File: config.mk
export PLATFORM = sky130hd
export DESIGN_NAME = axil_master_convert
export DESIGN_NICKNAME = d
export VERILOG_FILES = /design/src/rtl/axil_master_convert_pkg.sv /design/src/rtl/axil_master_convert_timer.sv /design/src/rtl/axil_master_convert.sv
export SDC_FILE = /design/constraint.sdc
export NUM_CORES = 1
export LEC_CHECK = 0
export ABC_AREA = 1
export CAP_MARGIN = 20
export CORE_MARGIN = 1.5
export CORE_UTILIZATION = 35
export DETAILED_ROUTE_END_ITERATION = 10
export HOLD_SLACK_MARGIN = 0.08
export PLACE_DENSITY_LB_ADDON = 0.12
export SYNTH_ARGS = -nofsm -noshare
export SYNTH_HDL_FRONTEND = slang
export SYNTH_SLANG_ARGS = --single-unit
File: constraint.sdc
create_clock -name clk -period 4.5 [get_ports clk]
set_input_delay 0.9 -clock clk [delete_from_list [all_inputs] [get_ports clk]]
set_output_delay 0.9 -clock clk [all_outputs]
set_load 0.01 [all_outputs]
File: src/rtl/axil_master_convert_pkg.sv
// Shared types and constants for the local-request to AXI-Lite master bridge.
// Data/strobe widths, AXI response codes and FSM state encodings live here.
package axil_master_convert_pkg;

  localparam int AXIL_DATA_WIDTH = 32;
  localparam int AXIL_STRB_WIDTH = 4;

  localparam logic [1:0] RESP_OKAY   = 2'b00;
  localparam logic [1:0] RESP_SLVERR = 2'b10;

  // Returned to the local side when a read gives up waiting on the slave.
  localparam logic [AXIL_DATA_WIDTH-1:0] TIMEOUT_RDATA = 32'hDEAD_BEEF;

  typedef enum logic [1:0] {
    W_IDLE = 2'd0,
    W_REQ  = 2'd1,
    W_RESP = 2'd2,
    W_ACK  = 2'd3
  } wr_state_e;

  typedef enum logic [1:0] {
    R_IDLE = 2'd0,
    R_ADDR = 2'd1,
    R_DATA = 2'd2,
    R_ACK  = 2'd3
  } rd_state_e;

  // SLVERR and DECERR both carry bit 1; OKAY/EXOKAY do not.
  function automatic logic resp_is_err(input logic [1:0] resp);
    return (resp & RESP_SLVERR) != RESP_OKAY;
  endfunction

endpackage

File: src/rtl/axil_master_convert_timer.sv
// Response timeout down-counter, one instance per direction.
// Reloads whenever its FSM is not in a waiting state; expires at terminal count.
module axil_cvt_timer #(
  parameter int TIMEOUT_CYCLES = 1024
) (
  input  logic clk,
  input  logic rst_n,
  input  logic run_i,
  output logic expired_o
);

  localparam int              CW   = $clog2(TIMEOUT_CYCLES + 1);
  localparam logic [CW-1:0]   LOAD = CW'(TIMEOUT_CYCLES - 1);

  logic [CW-1:0] cnt_q;

  always_ff @(posedge clk or negedge rst_n) begin
    if (!rst_n) begin
      cnt_q <= LOAD;
    end else if (!run_i) begin
      cnt_q <= LOAD;
    end else if (cnt_q != '0) begin
      cnt_q <= cnt_q - 1'b1;
    end
  end

  assign expired_o = run_i && (cnt_q == '0);

endmodule

File: src/rtl/axil_master_convert.sv
// Local addr/data/valid/ready requests to AXI-Lite master, independent write/read FSMs.
// Define AXIL_CVT_TIMEOUT_EN to add per-direction response timeouts and idle B/R draining.
//
// state  | meaning
// W_IDLE | waiting for wvalid
// W_REQ  | presenting AW and W until both are accepted
// W_RESP | waiting for the B beat
// W_ACK  | one-cycle wready pulse
// R_IDLE | waiting for rvalid
// R_ADDR | presenting AR until accepted
// R_DATA | waiting for the R beat
// R_ACK  | one-cycle rready pulse
module axil_master_convert
  import axil_master_convert_pkg::*;
#(
  parameter int AXIL_ADDR_WIDTH = 32,
  parameter int TIMEOUT_CYCLES  = 1024
) (
  input  logic                       clk,
  input  logic                       rst_n,
  input  logic [AXIL_ADDR_WIDTH-1:0] waddr,
  input  logic [AXIL_DATA_WIDTH-1:0] wdata,
  input  logic [AXIL_STRB_WIDTH-1:0] wstrb,
  input  logic                       wvalid,
  output logic                       wready,
  output logic                       wr_err,
  input  logic [AXIL_ADDR_WIDTH-1:0] raddr,
  input  logic                       rvalid,
  output logic [AXIL_DATA_WIDTH-1:0] rdata,
  output logic                       rready,
  output logic                       rd_err,
  output logic [AXIL_ADDR_WIDTH-1:0] awaddr_m,
  output logic                       awvalid_m,
  input  logic                       awready_m,
  output logic [AXIL_DATA_WIDTH-1:0] wdata_m,
  output logic [AXIL_STRB_WIDTH-1:0] wstrb_m,
  output logic                       wvalid_m,
  input  logic                       wready_m,
  input  logic [1:0]                 bresp_m,
  input  logic                       bvalid_m,
  output logic                       bready_m,
  output logic [AXIL_ADDR_WIDTH-1:0] araddr_m,
  output logic                       arvalid_m,
  input  logic                       arready_m,
  input  logic [AXIL_DATA_WIDTH-1:0] rdata_m,
  input  logic [1:0]                 rresp_m,
  input  logic                       rvalid_m,
  output logic                       rready_m
);

  wr_state_e wr_state_q, wr_state_d;
  rd_state_e rd_state_q, rd_state_d;

  logic [AXIL_ADDR_WIDTH-1:0] awaddr_q;
  logic [AXIL_DATA_WIDTH-1:0] wdata_q;
  logic [AXIL_STRB_WIDTH-1:0] wstrb_q;
  logic                       aw_done_q;
  logic                       w_done_q;
  logic                       wr_err_q;
  logic [AXIL_ADDR_WIDTH-1:0] araddr_q;
  logic [AXIL_DATA_WIDTH-1:0] rdata_q;
  logic                       rd_err_q;
  logic                       drain_q;

  logic wr_timeout;
  logic rd_timeout;
  logic aw_hs;
  logic w_hs;

`ifdef AXIL_CVT_TIMEOUT_EN
  localparam bit DRAIN_IDLE = 1'b1;

  axil_cvt_timer #(
    .TIMEOUT_CYCLES (TIMEOUT_CYCLES)
  ) u_wr_timer (
    .clk       (clk),
    .rst_n     (rst_n),
    .run_i     ((wr_state_q == W_REQ) || (wr_state_q == W_RESP)),
    .expired_o (wr_timeout)
  );

  axil_cvt_timer #(
    .TIMEOUT_CYCLES (TIMEOUT_CYCLES)
  ) u_rd_timer (
    .clk       (clk),
    .rst_n     (rst_n),
    .run_i     ((rd_state_q == R_ADDR) || (rd_state_q == R_DATA)),
    .expired_o (rd_timeout)
  );
`else
  localparam bit DRAIN_IDLE = 1'b0;

  logic unused_timeout_cfg;
  assign unused_timeout_cfg = ^TIMEOUT_CYCLES;
  assign wr_timeout = 1'b0;
  assign rd_timeout = 1'b0;
`endif

  // Held low through reset so every output reads 0 until the bridge is live.
  always_ff @(posedge clk or negedge rst_n) begin
    if (!rst_n) drain_q <= 1'b0;
    else        drain_q <= DRAIN_IDLE;
  end

  // ---------------- write FSM ----------------
  always_ff @(posedge clk or negedge rst_n) begin
    if (!rst_n) wr_state_q <= W_IDLE;
    else        wr_state_q <= wr_state_d;
  end

  assign aw_hs = awvalid_m && awready_m;
  assign w_hs  = wvalid_m && wready_m;

  always_comb begin
    wr_state_d = wr_state_q;
    unique case (wr_state_q)
      W_IDLE: if (wvalid) wr_state_d = W_REQ;
      W_REQ: begin
        if (wr_timeout)                                 wr_state_d = W_ACK;
        else if ((aw_done_q || aw_hs) && (w_done_q || w_hs)) wr_state_d = W_RESP;
      end
      W_RESP: if (wr_timeout || bvalid_m) wr_state_d = W_ACK;
      W_ACK:  wr_state_d = W_IDLE;
    endcase
  end

  always_comb begin
    awvalid_m = 1'b0;
    wvalid_m  = 1'b0;
    bready_m  = 1'b0;
    wready    = 1'b0;
    unique case (wr_state_q)
      W_IDLE: bready_m = drain_q;
      W_REQ: begin
        awvalid_m = !aw_done_q && !wr_timeout;
        wvalid_m  = !w_done_q && !wr_timeout;
      end
      W_RESP: bready_m = !wr_timeout;
      W_ACK:  wready   = 1'b1;
    endcase
  end

  always_ff @(posedge clk or negedge rst_n) begin
    if (!rst_n) begin
      awaddr_q  <= '0;
      wdata_q   <= '0;
      wstrb_q   <= '0;
      aw_done_q <= 1'b0;
      w_done_q  <= 1'b0;
      wr_err_q  <= 1'b0;
    end else begin
      if (wr_state_q == W_IDLE && wvalid) begin
        awaddr_q  <= waddr;
        wdata_q   <= wdata;
        wstrb_q   <= wstrb;
        aw_done_q <= 1'b0;
        w_done_q  <= 1'b0;
      end else if (wr_state_q == W_REQ) begin
        if (aw_hs) aw_done_q <= 1'b1;
        if (w_hs)  w_done_q  <= 1'b1;
      end
      if (wr_timeout)                                wr_err_q <= 1'b1;
      else if (wr_state_q == W_RESP && bvalid_m)     wr_err_q <= resp_is_err(bresp_m);
    end
  end

  // ---------------- read FSM ----------------
  always_ff @(posedge clk or negedge rst_n) begin
    if (!rst_n) rd_state_q <= R_IDLE;
    else        rd_state_q <= rd_state_d;
  end

  always_comb begin
    rd_state_d = rd_state_q;
    unique case (rd_state_q)
      R_IDLE: if (rvalid) rd_state_d = R_ADDR;
      R_ADDR: begin
        if (rd_timeout)     rd_state_d = R_ACK;
        else if (arready_m) rd_state_d = R_DATA;
      end
      R_DATA: if (rd_timeout || rvalid_m) rd_state_d = R_ACK;
      R_ACK:  rd_state_d = R_IDLE;
    endcase
  end

  always_comb begin
    arvalid_m = 1'b0;
    rready_m  = 1'b0;
    rready    = 1'b0;
    unique case (rd_state_q)
      R_IDLE: rready_m  = drain_q;
      R_ADDR: arvalid_m = !rd_timeout;
      R_DATA: rready_m  = !rd_timeout;
      R_ACK:  rready    = 1'b1;
    endcase
  end

  always_ff @(posedge clk or negedge rst_n) begin
    if (!rst_n) begin
      araddr_q <= '0;
      rdata_q  <= '0;
      rd_err_q <= 1'b0;
    end else begin
      if (rd_state_q == R_IDLE && rvalid) araddr_q <= raddr;
      if (rd_timeout) begin
        rdata_q  <= TIMEOUT_RDATA;
        rd_err_q <= 1'b1;
      end else if (rd_state_q == R_DATA && rvalid_m) begin
        rdata_q  <= rdata_m;
        rd_err_q <= resp_is_err(rresp_m);
      end
    end
  end

  assign awaddr_m = awaddr_q;
  assign wdata_m  = wdata_q;
  assign wstrb_m  = wstrb_q;
  assign wr_err   = wr_err_q;
  assign araddr_m = araddr_q;
  assign rdata    = rdata_q;
  assign rd_err   = rd_err_q;

endmodule

; After elaboration in Yosys (flattened, before gate mapping)
; Index checks and enable logic that the tools add are counted.
[word_totals]
reg_bits = 140
out_inout_bits = 141
word_cells = 64
[op_classes]
eq_ne = 12
n_mux = 21
n_reduce_logical = 20
[op_table]
columns = op, count
row1 = 2-bit one-hot mux with 4 select lines, 2
row2 = 1-bit 2-to-1 mux, 13
row3 = 2-bit 2-to-1 mux, 6
row4 = 2-bit != test (second input constant), 6
row5 = 2-bit equality test (second input constant), 4
row6 = 1-bit logical AND, 7
row7 = 3-bit AND reduction, 2
row8 = 2-bit nonzero test, 3
row9 = 2-bit by 1-bit equality test with 1-bit output (second input constant), 2
row10 = 2-bit zero test, 2
row11 = 2-bit AND reduction, 2
row12 = 1-bit zero test, 2
row13 = 1-bit logical OR, 2

; Longest topological paths before layout
; Gate-level depths: netlist of the first run.
[logic_depth]
word_depth = 7
ltp_mapped = 9
mapped_depth_nobuf = 9

; Worst setup path before layout of the first run
; OpenSTA, ideal clock, no wires.
[synth_timing]
path_type = register -> output
startpoint = register wr_state_q[1]
endpoint = output port awvalid_m
arrival_ps = 864
setup_slack_ps = 2736
stages_incl_launch_ff = 5
cell_sequence = dfrtp_1 -> inv_1 -> ha_1 -> inv_1 -> nor2_1
[synth_between]
elab_chain_len = 2
[synth_lines]
columns = item, line
row1 = "start, declared", axil_master_convert.sv:51  ; wr_state_e wr_state_q, wr_state_d;
row2 = "start signal, assigned", axil_master_convert.sv:108  ; else wr_state_q <= wr_state_d;
row3 = 2-bit by 1-bit equality test with 1-bit output, axil_master_convert.sv:132  ; unique case (wr_state_q)
row4 = 1-bit 2-to-1 mux, axil_master_convert.sv:132
row5 = "end, declared", axil_master_convert.sv:33  ; output logic awvalid_m,
; No other way between the ends.

; Worst setup path in the final report of the first run
[layout_timing]
startpoint = register wr_state_q[1]
endpoint = output port wvalid_m
[layout_between]
elab_chain_len = 2
[layout_lines]
columns = item, line
row1 = 2-bit by 1-bit equality test with 1-bit output, axil_master_convert.sv:132
row2 = 1-bit 2-to-1 mux, axil_master_convert.sv:132
row3 = "end, declared", axil_master_convert.sv:37  ; output logic wvalid_m,
; No other way between the ends.

==> results of run 1 <==
-- state kept, by name, summed over array words and instances, names as in the netlist --
register and count:
araddr_m 32, w_done_q 1, rdata 32, wstrb_m 4, wdata_m 32, rd_err 1, aw_done_q 1, wr_state_q 2
rd_state_q 2, wr_err 1, awaddr_m 32
-- worst paths after layout --
path | startpoint | to | slack, ns
setup / recovery | wr_state_q[1]$_DFFE_PN0P_ | wvalid_m | 1.75
hold / removal | rdata[11]$_DFFE_PN0P_ | rdata[11]$_DFFE_PN0P_ | 0.50
setup reg to reg | wr_state_q[0]$_DFFE_PN0P_ | wdata_m[12]$_DFFE_PN0N_ | 2.22
hold reg to reg | rdata[11]$_DFFE_PN0P_ | rdata[11]$_DFFE_PN0P_ | 0.50
max in group asynchronous | rst_n | araddr_m[12]$_DFFE_PN0P_ | 3.05
min in group asynchronous | rst_n | wdata_m[15]$_DFFE_PN0N_ | 0.55
-- metrics by stage --
step	std cells	power (mW)
after global routing	861	6.85
after CTS	861	6.53
after global placement	829	5.12
after detailed placement	829	5.21
final	861	6.43
after floorplan	344	3.57
-- worst reg2reg max path, stage by stage, from the launching register on --
cell and delay [ns]:
dfrtp_1 0.40, inv_1 0.09, ha_1 0.24, nand2_2 0.60
buf_4 0.46, mux2_2 0.38
-- per-layer routing --
| metal | GRT usage, % | up-vias | wire [um] |
|---|---|---|---|
| li1 | - | 1760 | - |
| met1 | 18.4 | 1839 | 5000 |
| met2 | 28.8 | 184 | 6680 |
| met3 | 7.47 | 24 | 1400 |
| met4 | 7.67 | 0 | 304 |
| met5 | 0 | - | 0 |
-- cells by family (layout without fill, tap and decap cells) --
logic type               Yosys count  count (layout)  synth area share (%)
AND/OR/NAND/NOR                   27              27                  2.08
AO/OA/AOI/OAI                      6               6                 0.617
flip-flops                       140             140                  64.0
multiplexers                     133             133                  27.3
buffers and inverters             30             336                  4.16
adder cells (fa/ha/maj)            8               8                  1.83
-- Yosys cell counts, drive strengths merged --
library cell	number	share of area [%]
dfrtp	140	64
ha	8	1.8
o21ai	3	0.27
mux2	133	27
clkbuf	7	1.8
nand3	2	0.18
buf	6	1.2
a31oi	1	0.11
nand2	21	1.6
or2	1	0.11
o211ai	1	0.14
inv	17	1.2
a21oi	1	0.091
nor2	3	0.21
-- power by group through the flow --
stage               registers [mW]  logic, mW  clock network [mW]
global route                  2.32       3.14                1.39
finish                        2.23       2.92                1.28
floorplan                     2.53       1.04                   0
CTS                           2.24       2.97                1.32
global placement              2.22       2.90                   0
detailed placement            2.26       2.95                   0
-- layout make-up --
type                       count  area [um^2]  area share [%]
clock buffer                  20          467            5.19
clock inverter                12         90.1            1.00
inverter                      17         63.8           0.709
multi-input combinational    174         1750            19.4
sequential                   140         3500            38.9
tap                          211          264            2.93
timing repair buffer         287         2860            31.8
==> impl_metrics.yaml, run 1 <==
status:
  status: "finished clean"
power_and_ir_drop:
  switchingPower_mw: 1.93
  power_frac_clock_pct: 19.9
  p_leak_nw: 3.81
  seqPwrFrac_pct: 34.7
  vdd.ir_drop.worst_uv: 303
  pwr-share-comb_pct: 45.4
  p_sw_share_pct: 30.0
  p_int_mw: 4.50
  power.density_nw_per_um2: 714
critical_path:
  path_depth: 5
  end_kind: "output pin"
  required_ns: 3.60
  crit_path_max_incr_delay_ns: 0.56
  crit_type: "register to output pin"
  path_buf_inv: 3
  critPathLaunchType: "register"
  cp_top_family: "buffers and inverters"
  crit_fanout: 4
  ff2ff_path_depth: 5
  cp_slowest_cell: "clkdlybuf4s50_1"
  cp_common_cell: "inv_1"
  crit_arrival_ns: 1.85
  crit_chain: "inv_1 -> ha_1 -> inv_1 -> nor2_1 -> clkdlybuf4s50_1"
placement:
  hpwlAfterDp_um: 10000
  dp_slack_ns: 1.57
  globalplace.congestion: 0.721
  port-buffer-count: 283
  place_area_um2: 8440
floorplan:
  die_area_um2: 16400
  num_rows: 45
  die_h_um: 128
  initial_utilization_pct: 35.9
  ioPinCount: 286
  core-area_um2: 15300
  fp.dieW_um: 128
cts:
  post-cts-setup-buffers: 0
  clk_latency_ns: 0.41
  ctsHoldBuffers: 0
  cts_inserted_buffers: 17
  cts_tree: "built"
  cts.sinks: 140
  clk_path_buf_depth: 2
  cts_resized: 0
  root_buffer: "clkbuf_16"
  htreeDepth: 4
  clk_pin_slew_worst_paths_ns: 0.06
routing:
  routedWlPerCell_um: 15.5
  drt_pass1_iterations: 4
  antenna_left: 0
  route.detailed.drc: 0
  drt_iter0_markers: 95
  route.vias.total: 3807
  drt_wl_total_um: 13400
  viasPerCell: 4.42
cells_and_area:
  final_area_um2: 9000
  synthToLayoutAreaGrowth_pct: 64.3
  final.fill_count: 1228
  final_common_cell: "clkdlybuf4s50_1"
  drive_gt1_share_pct: 26.5
  num-nets-final: 790
  final_core_util_pct: 59.0
  layout_common_cells: "282 x clkdlybuf4s50_1, 140 x dfrtp_1, 131 x mux2_2"
  n_antenna_cell: 0
global_route:
  grt_max_degree: 88
  grt_overflow: 0
  antenna_found_initial: 0
  track_usage_pct: 17.0
  grt_pass1_vias: 4142
  grt_pass1_wl_um: 21300
yosys:
  seq_area_frac_synth_pct: 64.0
  syn_avg_cell_area_um2: 15.9
  synth.distinct_cells: 16
  yosysWarnings: 0
  syn-instance-count: 344
  syn_nets: 497
  synth_area_um2: 5480
  synth_seq_cells: 140
sta:
  finalHoldViolCount: 0
  finalSetupViolCount: 0
  fin_crit_sh_pct: 61.2
  fin_skew_ns: 0.00628
  finalSetupTns_ns: 0
  fin_ws_ns: 1.75
  slew_viol_final: 0
  rsz0062_at_grt: "no"
  fmax_ghz: 0.363
  worst_pin_slew_ns: 0.797
  min_period_ns: 2.75
  slew_headroom_pct: 46.7
  holdWs_ns: 0.501
job:
  cap_viol_max_count: 0
min_path:
  worst_hold_path_type: "register to register"
  worstHoldPathCells: 1
Note: power is estimated with default switching activity, not from simulation.
==> inputs of run 2 (changes only) <==
- clock period: 4.5 -> 2.68 ns (I/O delays scaled with it)
==> run 2 against run 1 <==
  * Via count about the same
  * Flip-flop and latch count unchanged
  * Utilization rose by 0.98 points
  * Global-route usage fell by 0.17 points
  * Critical path type unchanged
  * Critical endpoint unchanged
==> impl_metrics.yaml, run 2 (synthesis gave the netlist of run 1 again) <==
cells_and_area:
  layout_common_cells: "282 x clkdlybuf4s50_1, 140 x dfrtp_1, 131 x mux2_2"
  n_antenna_cell: 0
  synthToLayoutAreaGrowth_pct: 67.0
  final_common_cell: "clkdlybuf4s50_1"
  num-nets-final: 792
  final_area_um2: 9150
  drive_gt1_share_pct: 26.2
floorplan:
  core-area_um2: 15300
  initial_utilization_pct: 35.9
  die_h_um: 128
  num_rows: 45
  ioPinCount: 286
  die_area_um2: 16400
  fp.dieW_um: 128
sta:
  fmax_ghz: 0.419
  finalSetupViolCount: 0
  finalHoldViolCount: 0
  fin_skew_ns: 0.00435
  worst_pin_slew_ns: 0.748
  slew_viol_final: 0
  rsz0062_at_grt: "no"
  finalSetupTns_ns: 0
  slew_headroom_pct: 50.0
  min_period_ns: 2.39
  fin_crit_sh_pct: 89.1
routing:
  routedWlPerCell_um: 15.5
  drt_pass1_iterations: 4
  drt_iter0_markers: 77
  viasPerCell: 4.41
  route.vias.total: 3809
  drt_wl_total_um: 13400
  antenna_left: 0
  route.detailed.drc: 0
critical_path:
  end_kind: "output pin"
  cp_slowest_cell: "clkdlybuf4s50_1"
  crit_type: "register to output pin"
  crit_path_max_incr_delay_ns: 0.56
  crit_chain: "inv_1 -> ha_1 -> inv_1 -> nor2_1 -> clkdlybuf4s50_1"
  cp_common_cell: "inv_1"
  cp_top_family: "buffers and inverters"
  required_ns: 2.14
  crit_fanout: 4
  crit_arrival_ns: 1.85
  critPathLaunchType: "register"
  path_buf_inv: 3
global_route:
  grt_overflow: 0
  grt_max_degree: 55
  grt_pass1_vias: 4070
  grt_use_met2_pct: 27.9
  met1_usage_pct: 18.3
  antenna_found_initial: 0
  grt_pass1_wl_um: 20800
  grt-busiest-layer: "met2"
  met3_usage_pct: 8.06
  track_usage_pct: 16.8
status:
  status: "finished clean"
cts:
  ctsHoldBuffers: 1
  clk_pin_slew_worst_paths_ns: 0.06
  post-cts-setup-buffers: 0
  cts_inserted_buffers: 17
  clk_path_buf_depth: 2
  clk_latency_ns: 0.42
  root_buffer: "clkbuf_16"
  cts.sinks: 140
  htreeDepth: 4
  cts_resized: 0
  cts_tree: "built"
power_and_ir_drop:
  p_leak_nw: 3.89
  vdd.ir_drop.worst_uv: 598
  power.density_nw_per_um2: 1220
placement:
  hpwlAfterDp_um: 9880
  globalplace.congestion: 0.746
  port-buffer-count: 283
  place_area_um2: 8510
job:
  cap_viol_max_count: 0
min_path:
  worst_hold_path_type: "register to register"
-- run 2: cell types whose count changed in the layout (fill, tap and decap cells not counted) --
cell / change
inv_6: -1
buf_4: -4
buf_12: +5
dlygate4sd3_1: +1
clkinv_4: -2
clkbuf_8: -1
clkbuf_1: +2
bufinv_16: +4
clkinv_2: +1
clkinvlp_4: -3
-- run 2: final timing paths --
path,start,to,slack [ns],cells after the start
setup reg to reg,wr_state_q[0]$_DFFE_PN0P_,wdata_m[11]$_DFFE_PN0N_,0.84,5
max in group asynchronous,rst_n,araddr_m[6]$_DFFE_PN0P_,1.39,3
setup / recovery,wr_state_q[1]$_DFFE_PN0P_,wvalid_m,0.29,5
hold / removal,araddr_m[4]$_DFFE_PN0P_,araddr_m[4]$_DFFE_PN0P_,0.49,1
hold reg to reg,araddr_m[4]$_DFFE_PN0P_,araddr_m[4]$_DFFE_PN0P_,0.49,1
min in group asynchronous,rst_n,wdata_m[14]$_DFFE_PN0N_,0.65,2
-- run 2: cell type report --
class	count	area (um^2)
Multi-Input combinational cell	174	1750
Tap cell	211	264
Fill cell	1205	6110
Clock inverter	11	166
Inverter	17	63.8
Clock buffer	21	460
Sequential cell	140	3500
Timing Repair Buffer	289	2940
-- run 2: metrics by stage --
stage | hold WS, ns | worst slack, ns | total power [mW] | cells | util, %
after floorplan | 0.240 | 1.24 | 6.00 | 344 | -
after global placement | 0.475 | 0.563 | 8.65 | 830 | 55.8
after detailed placement | 0.480 | 0.528 | 8.80 | 830 | 55.8
after CTS | 0.494 | 0.270 | 11.3 | 863 | 60.0
after global routing | 0.512 | 0.142 | 11.9 | 863 | 60.0
final | 0.487 | 0.291 | 11.2 | 863 | 60.0
-- run 2: power by group --
part	switching, mW	internal, mW	leakage [nW]
clock	0.866	1.60	0.299
sequential	0.534	3.21	1.65
combinational	1.82	3.13	1.94
total	3.22	7.94	3.89
-- run 2: per-layer routing --
metal / share of wire [%] / up-vias
li1: - / 1768
met1: 39 / 1838
met2: 49 / 179
met3: 10 / 24
met4: 2.2 / 0
met5: 0 / -
==> inputs of run 3 (changes only) <==
- GPL_TIMING_DRIVEN: default -> 0
==> run 3 against run 2 <==
  * Die area did not move
  * Register-to-register slack gained 0.25 ns
  * Sequential share of layout area is 0.16 points lower
  * Power decreased by 0.70%
  * Critical path depth is the same
  * Flip-flop and latch count stayed put
  * Non-clock buffer count up 8
  * Critical path type unchanged
  * Critical endpoint is now awvalid_m
==> impl_metrics.yaml, run 3 (synthesis gave the netlist of run 1 again) <==
routing:
  route.detailed.drc: 0
  drt_pass1_iterations: 4
  drt_wl_total_um: 13500
  route.vias.total: 3903
  route.met3.wl_um: 1290
  drt_iter0_markers: 99
  wl_met1_um: 5220
  antenna_left: 0
  viasPerCell: 4.48
  wl_met2_um: 6760
  routedWlPerCell_um: 15.5
  routed.top_layer: "met4"
cells_and_area:
  n_antenna_cell: 0
  drive_gt1_share_pct: 27.1
  final_cell_count_no_fill: 871
  multiInputGateArea_um2: 1750
  num-nets-final: 800
  layout_common_cells: "282 x clkdlybuf4s50_1, 140 x dfrtp_1, 131 x mux2_2"
  final_core_util_pct: 60.2
  final.fill_count: 1220
  final_common_cell: "clkdlybuf4s50_1"
  synthToLayoutAreaGrowth_pct: 67.7
  ff_latch_area_um2: 3500
  final_area_um2: 9190
sta:
  finalSetupTns_ns: 0
  slew_viol_final: 0
  rsz0062_at_grt: "no"
  worst_pin_slew_ns: 0.753
  fin_ws_ns: 0.308
  fin_skew_ns: 0.00817
  holdWs_ns: 0.160
  slew_headroom_pct: 49.8
  finalSetupViolCount: 0
  fin_crit_sh_pct: 88.5
  fmax_ghz: 0.422
  finalHoldViolCount: 0
  min_period_ns: 2.37
global_route:
  grt_overflow: 0
  grt_max_degree: 83
  track_usage_pct: 16.9
  grt_pass1_wl_um: 21200
  antenna_found_initial: 0
  grt_pass1_vias: 4201
cts:
  cts.sinks: 140
  cts_inserted_buffers: 17
  cts_resized: 0
  clk_pin_slew_worst_paths_ns: 0.06
  root_buffer: "clkbuf_16"
  clk_latency_ns: 0.41
  cts_tree: "built"
  ctsHoldBuffers: 0
  htreeDepth: 4
  clk_path_buf_depth: 2
  post-cts-setup-buffers: 0
placement:
  placed_cells: 839
  hpwlAfterDp_um: 10300
  dp_slack_ns: 0.726
  place_area_um2: 8600
  port-buffer-count: 283
  globalplace.congestion: 0.733
critical_path:
  critPathLaunchType: "register"
  crit_path_max_incr_delay_ns: 0.56
  crit_fanout: 4
  crit_chain: "inv_1 -> ha_1 -> inv_1 -> nor2_1 -> clkdlybuf4s50_1"
  cp_slowest_cell: "clkdlybuf4s50_1"
  end_kind: "output pin"
  crit_type: "register to output pin"
  crit_arrival_ns: 1.84
  cp_common_cell: "inv_1"
  required_ns: 2.14
floorplan:
  initial_utilization_pct: 35.9
  num_rows: 45
  fp.dieW_um: 128
  ioPinCount: 286
  die_area_um2: 16400
  core-area_um2: 15300
  die_h_um: 128
job:
  cap_viol_max_count: 0
power_and_ir_drop:
  p_leak_nw: 3.92
  power.density_nw_per_um2: 1210
  power.total_mw: 11.1
  vdd.ir_drop.worst_uv: 501
min_path:
  worst_hold_path_type: "input port to asynchronous set/reset pin"
status:
  status: "finished clean"
-- run 3: cell types whose count changed in the layout (fill, tap and decap cells not counted), sizes merged --
| cell | previous run | this run |
|---|---|---|
| clkinv | 4 | 7 |
| dlygate4sd3 | 1 | 0 |
| clkinvlp | 3 | 2 |
| clkbuf | 21 | 27 |
| bufinv | 4 | 3 |
| buf | 6 | 8 |
-- run 3: worst paths after layout --
path,start,depth (start not counted),slack [ns],end
worst max register to register,wr_state_q[0]$_DFFE_PN0P_,5,1.09,awaddr_m[7]$_DFFE_PN0N_
max in group asynchronous,rst_n,2,1.77,rdata[24]$_DFFE_PN0P_
worst min register to register,araddr_m[5]$_DFFE_PN0P_,1,0.50,araddr_m[5]$_DFFE_PN0P_
worst min-delay path,rst_n,1,0.16,wdata_m[15]$_DFFE_PN0N_
min in group clk,araddr_m[5]$_DFFE_PN0P_,1,0.50,araddr_m[5]$_DFFE_PN0P_
worst max-delay path,wr_state_q[1]$_DFFE_PN0P_,5,0.31,awvalid_m
-- run 3: area by class of cell --
class | count | area share, %
buffer | 13 | 1.78
timing repair buffer | 284 | 31.1
sequential | 140 | 38.1
inverter | 17 | 0.695
clock buffer | 20 | 4.75
multi-input combinational | 174 | 19.0
tap | 211 | 2.87
clock inverter | 12 | 1.61
-- run 3: worst max-delay path, delay by kind of cell, from the launching register on --
family                     cells  cell delay, ns
buffers and inverters          3            0.73
and+or+nand+nor                1            0.09
DFF                            1            0.41
adders and majority gates      1            0.21
-- run 3: where the power goes --
| group | leakage [nW] | switching, mW | internal, mW | total, mW |
|---|---|---|---|---|
| logic | 1.99 | 1.82 | 3.19 | 5.02 |
| registers | 1.65 | 0.541 | 3.21 | 3.75 |
| clock network | 0.284 | 0.862 | 1.46 | 2.32 |
| total | 3.92 | 3.23 | 7.86 | 11.1 |
-- run 3: routing by layer --
layer	vias to the layer above	GRT usage [%]
met3	16	6.84
met2	182	29.5
met5	-	0
met1	1918	18.3
met4	0	6.94
li1	1787	-
